## config.mk

```make
export PLATFORM = sky130hd
export DESIGN_NAME = vs_codec_responder_flat
export DESIGN_NICKNAME = d
export VERILOG_FILES = /design/src/rtl/vs_codec_responder_if.sv /design/src/rtl/vs_codec_responder.sv /design/src/flat_wrapper.sv
export SDC_FILE = /design/constraint.sdc
export NUM_CORES = 1
export LEC_CHECK = 0
export ABC_AREA = 1
export CORE_UTILIZATION = 30
export CTS_BUF_LIST = sky130_fd_sc_hd__clkbuf_2
export DETAILED_ROUTE_END_ITERATION = 16
export PLACE_DENSITY_LB_ADDON = 0.05
export SKIP_LAST_GASP = 1
export SYNTH_ARGS = -nofsm -noshare
export SYNTH_HDL_FRONTEND = slang
export SYNTH_SLANG_ARGS = --single-unit
export TNS_END_PERCENT = 5
```

## constraint.sdc

```tcl
create_clock -name clk -period 4.1 [get_ports clk]
set_input_delay 0.41 -clock clk [delete_from_list [all_inputs] [get_ports clk]]
set_output_delay 0.41 -clock clk [all_outputs]
set_load 0.005 [all_outputs]
```

## src/rtl/vs_codec_responder_if.sv

```systemverilog
// Serial pins between an mp3 controller (master) and the VS10xx responder (slave).
interface vs_codec_responder_if;
  logic i_XCS;
  logic i_XDCS;
  logic i_SCK;
  logic i_SI;
  logic i_XRST;
  logic o_DREQ;
  logic o_SO;

  modport master (output i_XCS, i_XDCS, i_SCK, i_SI, i_XRST, input o_DREQ, o_SO);
  modport slave  (input i_XCS, i_XDCS, i_SCK, i_SI, i_XRST, output o_DREQ, o_SO);
endinterface

```

## src/rtl/vs_codec_responder.sv

```systemverilog
// VS10xx serial-side responder: SCI register file, SDI byte FIFO with a fixed-rate
// playback drain, DREQ flow control and MODE-triggered soft reset.
module vs_codec_responder #(
  parameter int FIFO_DEPTH  = 32,
  parameter int DREQ_MARGIN = 4,
  parameter int DRAIN_DIV   = 16,
  parameter int INIT_CYCLES = 64
) (
  input  logic                          clk,
  input  logic                          rst,
  vs_codec_responder_if.slave           bus,
  output logic [15:0]                   o_mode,
  output logic [15:0]                   o_vol,
  output logic [$clog2(FIFO_DEPTH):0]   o_fifo_level,
  output logic [31:0]                   o_sdi_bytes,
  output logic [15:0]                   o_sci_writes,
  output logic                          o_overflow,
  output logic                          o_err
);
  localparam int LW = $clog2(FIFO_DEPTH) + 1;
  localparam int DW = $clog2(DRAIN_DIV + 1);
  localparam int IW = $clog2(INIT_CYCLES + 1);
  localparam logic [LW-1:0] DEPTH_L   = LW'(FIFO_DEPTH);
  localparam logic [LW-1:0] MARGIN_L  = LW'(DREQ_MARGIN);
  localparam logic [DW-1:0] DRAIN_RLD = DW'(DRAIN_DIV - 1);
  localparam logic [IW-1:0] INIT_LD   = IW'(INIT_CYCLES);

  localparam logic [1:0] ST_IDLE = 2'd0;
  localparam logic [1:0] ST_SCI  = 2'd1;
  localparam logic [1:0] ST_SDI  = 2'd2;
  localparam logic [1:0] ST_ERR  = 2'd3;

  logic [1:0] xcs_q, xdcs_q, sck_q, si_q, xrst_q;
  logic       sck_prev_q;

  // The XRST chain is cleared only by rst so that it can always observe its own release.
  always_ff @(posedge clk) begin
    if (rst) begin
      xcs_q      <= 2'b11;
      xdcs_q     <= 2'b11;
      xrst_q     <= 2'b11;
      sck_q      <= 2'b00;
      si_q       <= 2'b00;
      sck_prev_q <= 1'b0;
    end else begin
      xcs_q      <= {xcs_q[0], bus.i_XCS};
      xdcs_q     <= {xdcs_q[0], bus.i_XDCS};
      xrst_q     <= {xrst_q[0], bus.i_XRST};
      sck_q      <= {sck_q[0], bus.i_SCK};
      si_q       <= {si_q[0], bus.i_SI};
      sck_prev_q <= sck_q[1];
    end
  end

  logic xcs_s, xdcs_s, si_s, rst_int, sck_rise, sck_fall;
  assign xcs_s    = xcs_q[1];
  assign xdcs_s   = xdcs_q[1];
  assign si_s     = si_q[1];
  assign rst_int  = rst | ~xrst_q[1];
  assign sck_rise = sck_q[1] & ~sck_prev_q;
  assign sck_fall = ~sck_q[1] & sck_prev_q;

  logic [1:0]    state_q, state_d;
  logic [4:0]    bit_cnt_q;
  logic [30:0]   shift_q;
  logic [15:0]   regs_q [16];
  logic [15:0]   rdata_q;
  logic          rd_act_q, so_q, dreq_q, soft_q, ovf_q, err_q;
  logic [LW-1:0] level_q, level_d;
  logic [DW-1:0] drain_q;
  logic [IW-1:0] init_q;
  logic [31:0]   sdi_bytes_q;
  logic [15:0]   sci_writes_q;

  logic        both_low, in_frame, sci_bit, sdi_bit, bit_en, sci_last, sdi_last;
  logic        commit, reg_we, soft_go, rd_hdr, full, push_ok, pop, soft_end, dreq_d;
  logic [7:0]  w_op, w_addr, rd_addr;
  logic [15:0] w_data, rd_word;

  assign both_low = ~xcs_s & ~xdcs_s;
  assign in_frame = (state_q == ST_SCI) || (state_q == ST_SDI);
  assign sci_bit  = (state_q == ST_SCI) & ~xcs_s & xdcs_s & sck_rise;
  assign sdi_bit  = (state_q == ST_SDI) & ~xdcs_s & xcs_s & sck_rise;
  assign bit_en   = sci_bit | sdi_bit;
  assign sci_last = sci_bit & (bit_cnt_q == 5'd31);
  assign sdi_last = sdi_bit & (bit_cnt_q[2:0] == 3'd7);

  // The 32nd bit completes the frame combinationally so the commit lands on its capture edge.
  assign w_op    = shift_q[30:23];
  assign w_addr  = shift_q[22:15];
  assign w_data  = {shift_q[14:0], si_s};
  assign commit  = sci_last & (w_op == 8'h02);
  assign reg_we  = commit & (w_addr[7:4] == 4'h0);
  assign soft_go = reg_we & (w_addr[3:0] == 4'h0) & w_data[2];

  assign rd_addr = {shift_q[6:0], si_s};
  assign rd_hdr  = sci_bit & (bit_cnt_q == 5'd15) & (shift_q[14:7] == 8'h03);
  assign rd_word = (rd_addr[7:4] == 4'h0) ? regs_q[rd_addr[3:0]] : 16'h0000;

  // Played-back bytes are discarded, so the FIFO reduces to its occupancy.
  assign full     = (level_q == DEPTH_L);
  assign push_ok  = sdi_last & ~full;
  assign pop      = (drain_q == '0) && (level_q != '0);
  assign soft_end = soft_q && (init_q == '0);
  assign dreq_d   = (init_q == '0) && !soft_q && ((DEPTH_L - level_q) >= MARGIN_L);

  always_comb begin
    level_d = level_q;
    if (push_ok && !pop)      level_d = level_q + LW'(1);
    else if (!push_ok && pop) level_d = level_q - LW'(1);
    if (soft_go)              level_d = '0;
  end

  always_comb begin
    state_d = state_q;
    if (both_low) begin
      state_d = ST_ERR;
    end else begin
      case (state_q)
        ST_IDLE: if (!xcs_s) state_d = ST_SCI;
                 else if (!xdcs_s && !soft_q) state_d = ST_SDI;
        ST_SCI:  if (xcs_s) state_d = ST_IDLE;
        ST_SDI:  if (xdcs_s) state_d = ST_IDLE;
        default: if (xcs_s && xdcs_s) state_d = ST_IDLE;
      endcase
    end
  end

  always_ff @(posedge clk) begin
    if (rst_int) begin
      state_q      <= ST_IDLE;
      bit_cnt_q    <= '0;
      shift_q      <= '0;
      rdata_q      <= '0;
      rd_act_q     <= 1'b0;
      so_q         <= 1'b0;
      dreq_q       <= 1'b0;
      level_q      <= '0;
      drain_q      <= DRAIN_RLD;
      init_q       <= INIT_LD;
      soft_q       <= 1'b0;
      sdi_bytes_q  <= '0;
      sci_writes_q <= '0;
      ovf_q        <= 1'b0;
      err_q        <= 1'b0;
      for (int i = 0; i < 16; i++) regs_q[i] <= (i == 0) ? 16'h0800 : 16'h0000;
    end else begin
      state_q <= state_d;
      if (state_d != state_q || !in_frame) bit_cnt_q <= '0;
      else if (bit_en)                     bit_cnt_q <= bit_cnt_q + 5'd1;
      if (bit_en) shift_q <= {shift_q[29:0], si_s};

      level_q <= level_d;
      drain_q <= (drain_q == '0) ? DRAIN_RLD : drain_q - DW'(1);
      dreq_q  <= dreq_d;

      if (soft_go)             init_q <= INIT_LD;
      else if (init_q != '0)   init_q <= init_q - IW'(1);
      if (soft_go)             soft_q <= 1'b1;
      else if (soft_end)       soft_q <= 1'b0;
      if (soft_end)            regs_q[0][2] <= 1'b0;
      if (reg_we)              regs_q[w_addr[3:0]] <= w_data;

      if (sdi_last)            sdi_bytes_q  <= sdi_bytes_q + 32'd1;
      if (sdi_last && full)    ovf_q        <= 1'b1;
      if (commit)              sci_writes_q <= sci_writes_q + 16'd1;
      if (both_low)            err_q        <= 1'b1;

      if (state_q != ST_SCI || sci_last) begin
        rd_act_q <= 1'b0;
        so_q     <= 1'b0;
      end else if (rd_hdr) begin
        rd_act_q <= 1'b1;
        rdata_q  <= rd_word;
      end else if (rd_act_q && sck_fall) begin
        so_q    <= rdata_q[15];
        rdata_q <= {rdata_q[14:0], 1'b0};
      end
    end
  end

  assign bus.o_DREQ   = dreq_q;
  assign bus.o_SO     = so_q;
  assign o_mode       = regs_q[0];
  assign o_vol        = regs_q[11];
  assign o_fifo_level = level_q;
  assign o_sdi_bytes  = sdi_bytes_q;
  assign o_sci_writes = sci_writes_q;
  assign o_overflow   = ovf_q;
  assign o_err        = err_q;
endmodule
```

## src/flat_wrapper.sv

```systemverilog
// flat-port wrapper written by rule: the top's interface ports become plain ports
module vs_codec_responder_flat 
#(
  parameter int FIFO_DEPTH  = 32,
  parameter int DREQ_MARGIN = 4,
  parameter int DRAIN_DIV   = 16,
  parameter int INIT_CYCLES = 64
)
  (clk, rst, o_mode, o_vol, o_fifo_level, o_sdi_bytes, o_sci_writes, o_overflow, o_err, bus_i_XCS, bus_i_XDCS, bus_i_SCK, bus_i_SI, bus_i_XRST, bus_o_DREQ, bus_o_SO);
  vs_codec_responder_if bus_i ();
  input  logic clk;
  input  logic rst;
  output logic [15:0] o_mode;
  output logic [15:0] o_vol;
  output logic [$clog2(FIFO_DEPTH):0] o_fifo_level;
  output logic [31:0] o_sdi_bytes;
  output logic [15:0] o_sci_writes;
  output logic o_overflow;
  output logic o_err;
  input wire logic [$bits(bus_i.i_XCS)-1:0] bus_i_XCS;
  input wire logic [$bits(bus_i.i_XDCS)-1:0] bus_i_XDCS;
  input wire logic [$bits(bus_i.i_SCK)-1:0] bus_i_SCK;
  input wire logic [$bits(bus_i.i_SI)-1:0] bus_i_SI;
  input wire logic [$bits(bus_i.i_XRST)-1:0] bus_i_XRST;
  output wire logic [$bits(bus_i.o_DREQ)-1:0] bus_o_DREQ;
  output wire logic [$bits(bus_i.o_SO)-1:0] bus_o_SO;
  assign bus_i.i_XCS = bus_i_XCS;
  assign bus_i.i_XDCS = bus_i_XDCS;
  assign bus_i.i_SCK = bus_i_SCK;
  assign bus_i.i_SI = bus_i_SI;
  assign bus_i.i_XRST = bus_i_XRST;
  assign bus_o_DREQ = bus_i.o_DREQ;
  assign bus_o_SO = bus_i.o_SO;
  vs_codec_responder #(.FIFO_DEPTH(FIFO_DEPTH), .DREQ_MARGIN(DREQ_MARGIN), .DRAIN_DIV(DRAIN_DIV), .INIT_CYCLES(INIT_CYCLES)) u_core (.clk(clk), .rst(rst), .bus(bus_i), .o_mode(o_mode), .o_vol(o_vol), .o_fifo_level(o_fifo_level), .o_sdi_bytes(o_sdi_bytes), .o_sci_writes(o_sci_writes), .o_overflow(o_overflow), .o_err(o_err));
endmodule
```

==> flow_summary.ini <==
[logic_synthesis]
synth_most_common_cell = nand2_1
synth.distinct_cells = 41
synthFlopType = edfxtp_1
synth_top_area_share_pct = 40.9
syn_area_per_cell_um2 = 8.19
synthesis.nets = 2319
synthCells = 2292
synth-seq-area-share_pct = 55.6
ys_ff_latch = 393
synthTopCellsByCount = 590 x nand2_1, 468 x nor2_1, 256 x edfxtp_1
synth_edf_count = 256
syn_area_um2 = 18800
yosysWarningCount = 0
async_flop_share_pct = 0
yosysTopAreaCell = edfxtp_1
netlist_top_cells_area = edfxtp_1 41%, dfxtp_1 15%, nand2_1 12%

[placement]
port_buffers = 96
hpwl_mm = 41.7
place.gp.congestion = 0.821

[clocking]
clock_path_buffers = 3
clock_sinks = 393
htree_levels = 3
cts_buffers = 115
cts_root_buffer = clkbuf_2
cts_tree = done
path_clk_slew_ns = 0.09
clk_latency_ns = 1.16

[die]
rows = 91
dieArea_um2 = 63600
die_h_um = 252
start_util_pct = 30.4
io_pins = 97
fp.coreArea_um2 = 61700
fp.dieW_um = 252

[critical_path]
crit_required_ns = 4.80
cp_max_fo = 16
path_class = flip-flop to flip-flop
end_kind = flip-flop
cp-start-kind = flip-flop
worst_ep_arrival_time_ns = 3.94

[timing]
final_hold_viol_count = 0
setup_violations = 0
fmax_mhz = 309
tightest_slew_ns = 1.04
setup_tns_ns = 0
min_period_ns = 3.23
max-slew-margin-rel_pct = 30.3
rsz0062_at_grt = false
fin_crit_sh_pct = 78.8
clock-skew-final_ns = 0.0942
maxSlewViolCount = 0

[power]
cellPowerDensity_nw_per_um2 = 364
power.internal_uw = 5720
p_leak_uw = 0.00831
p_clk_share_pct = 37.5
p_sw_uw = 2190
p_seq_share_pct = 56.2
ir_drop_mv = 0.157
swShare_pct = 27.7
combPwrFrac_pct = 6.3

[finish]
area_growth_pct = 15.6
fillers = 6643
drive_gt1_share_pct = 10.3
utilization_pct = 35.2
nets = 2455

[run]
max_cap_violations = 0

[detailed_routing]
antenna_left = 0
via_per_inst = 4.72
vias = 15834
drt_first_pass_iters = 5
wl_mm = 63.4
routedWlPerCell_um = 18.9
drt_iter0_markers = 1052
drc = 0

[global_routing]
grt_start_max_net_pins = 144
track_usage_pct = 20.0
use_met1_pct = 26.1
antenna_found_initial = 2
grt_pass1_vias = 15521
overflow = 0
grt_pass1_wl_mm = 93.9
met3_usage_pct = 3.30
met2_usage_pct = 33.0
grt.busiest_layer = met2

[hold_path]
hp-class = flip-flop to flip-flop

[run_status]
status = finished clean
[final timing paths]
kind / from / end / slack [ns] / depth (start not counted)
hold reg to reg: u_core.drain_q[0]$_SDFF_PP1_ / u_core.drain_q[0]$_SDFF_PP1_ / 0.40 / 1
setup reg to reg: u_core.state_q[1]$_SDFF_PP0_ / u_core.regs_q[8][5]$_SDFFCE_PN0P_ / 0.87 / 10
setup / recovery: u_core.state_q[1]$_SDFF_PP0_ / u_core.regs_q[8][5]$_SDFFCE_PN0P_ / 0.87 / 10
hold / removal: u_core.drain_q[0]$_SDFF_PP1_ / u_core.drain_q[0]$_SDFF_PP1_ / 0.40 / 1
[layer usage]
layer	share of wire (%)	vias up
li1	-	7720
met1	45	7602
met2	47	403
met3	4.9	109
met4	2.6	0
met5	0	-
[state kept, by name, indices dropped and copies added, names as in the netlist, 2 cells and up]
register and flops:
u_core.rdata_q 16, u_core.shift_q 31, u_core.o_sdi_bytes 32, u_core.sck_q 2
u_core.si_q 2, u_core.xdcs_q 2, u_core.bit_cnt_q 5, u_core.init_q 7
u_core.xcs_q 2, u_core.o_sci_writes 16, u_core.regs_q 256, u_core.xrst_q 2
u_core.o_fifo_level 6, u_core.state_q 2, u_core.drain_q 5
[area by class of cell]
class	instances	area, um^2	area share (%)
Antenna cell	2	5.00	0.0231
Clock buffer	171	856	3.94
Clock inverter	36	176	0.813
Inverter	218	822	3.79
Multi-Input combinational cell	1560	7020	32.3
Sequential cell	393	10400	48.1
Tap cell	837	1050	4.82
Timing Repair Buffer	140	1350	6.21
[cell usage in the layout, fill, tap and decap left out, types with 15 or more instances in the layout]
| master | instances |
|---|---|
| a21oi_1 | 104 |
| buf_4 | 33 |
| clkbuf_2 | 171 |
| clkdlybuf4s50_1 | 96 |
| clkinv_1 | 36 |
| dfxtp_1 | 135 |
| edfxtp_1 | 256 |
| ha_1 | 19 |
| inv_1 | 198 |
| nand2_1 | 589 |
| nand3_1 | 183 |
| nor2_1 | 468 |
| nor3_1 | 23 |
| o21ai_0 | 74 |
| xor2_1 | 15 |
[worst max-delay path: stages, from the launching register on]
cell     delay (ns)
dfxtp_1        0.38
inv_1          0.12
ha_1           0.23
inv_2          0.05
nor2_1         0.12
nand3_2        0.12
nor2_4         0.16
nand3_4        0.15
nor2_8         0.43
nand3_2        0.39
nand2_1        0.66
[stage by stage]
| step | area [um^2] | setup slack [ns] | instances | hold WS (ns) | total power [uW] |
|---|---|---|---|---|---|
| detailed placement | 20600 | 0.776 | 3140 | 0.381 | 5040 |
| global route | 21700 | 0.617 | 3357 | 0.319 | 8310 |
| floorplan | 18800 | 1.50 | 2292 | 0.365 | 4830 |
| global placement | 20600 | 0.770 | 3140 | 0.378 | 5030 |
| CTS | 21700 | 0.834 | 3355 | 0.236 | 8060 |
| finish | 21700 | 0.868 | 3357 | 0.397 | 7910 |
[power groups by stage]
stage	clock, uW	sequential [uW]	combinational (uW)
2_1_floorplan	0	4500	329
3_3_place_gp	0	4540	498
3_5_place_dp	0	4530	503
4_1_cts	3100	4450	510
5_1_grt	3280	4460	562
6_report	2960	4440	499
[cell families (layout without fill, tap and decap cells)]
logic type	after synthesis	count (layout)	synth area share, %
XOR/XNOR	25	25	1.17
AO/OA/AOI/OAI	197	197	5.49
buffers and inverters	339	565	7.08
flip-flops	393	393	55.6
adder cells (fa/ha/maj)	20	20	1.37
AND/OR/NAND/NOR	1318	1318	29.3
other	0	2	0
[repair_timing]
| item | in CTS | in global routing |
|---|---|---|
| endpoints found under the setup margin | 0 | 0 |
| hold buffers | 8 | 0 |
| hold endpoints to repair | 7 | 0 |
| buffers inserted | 0 | 0 |
| resized for setup | 0 | 0 |
Power figures use the tool's default switching activity.
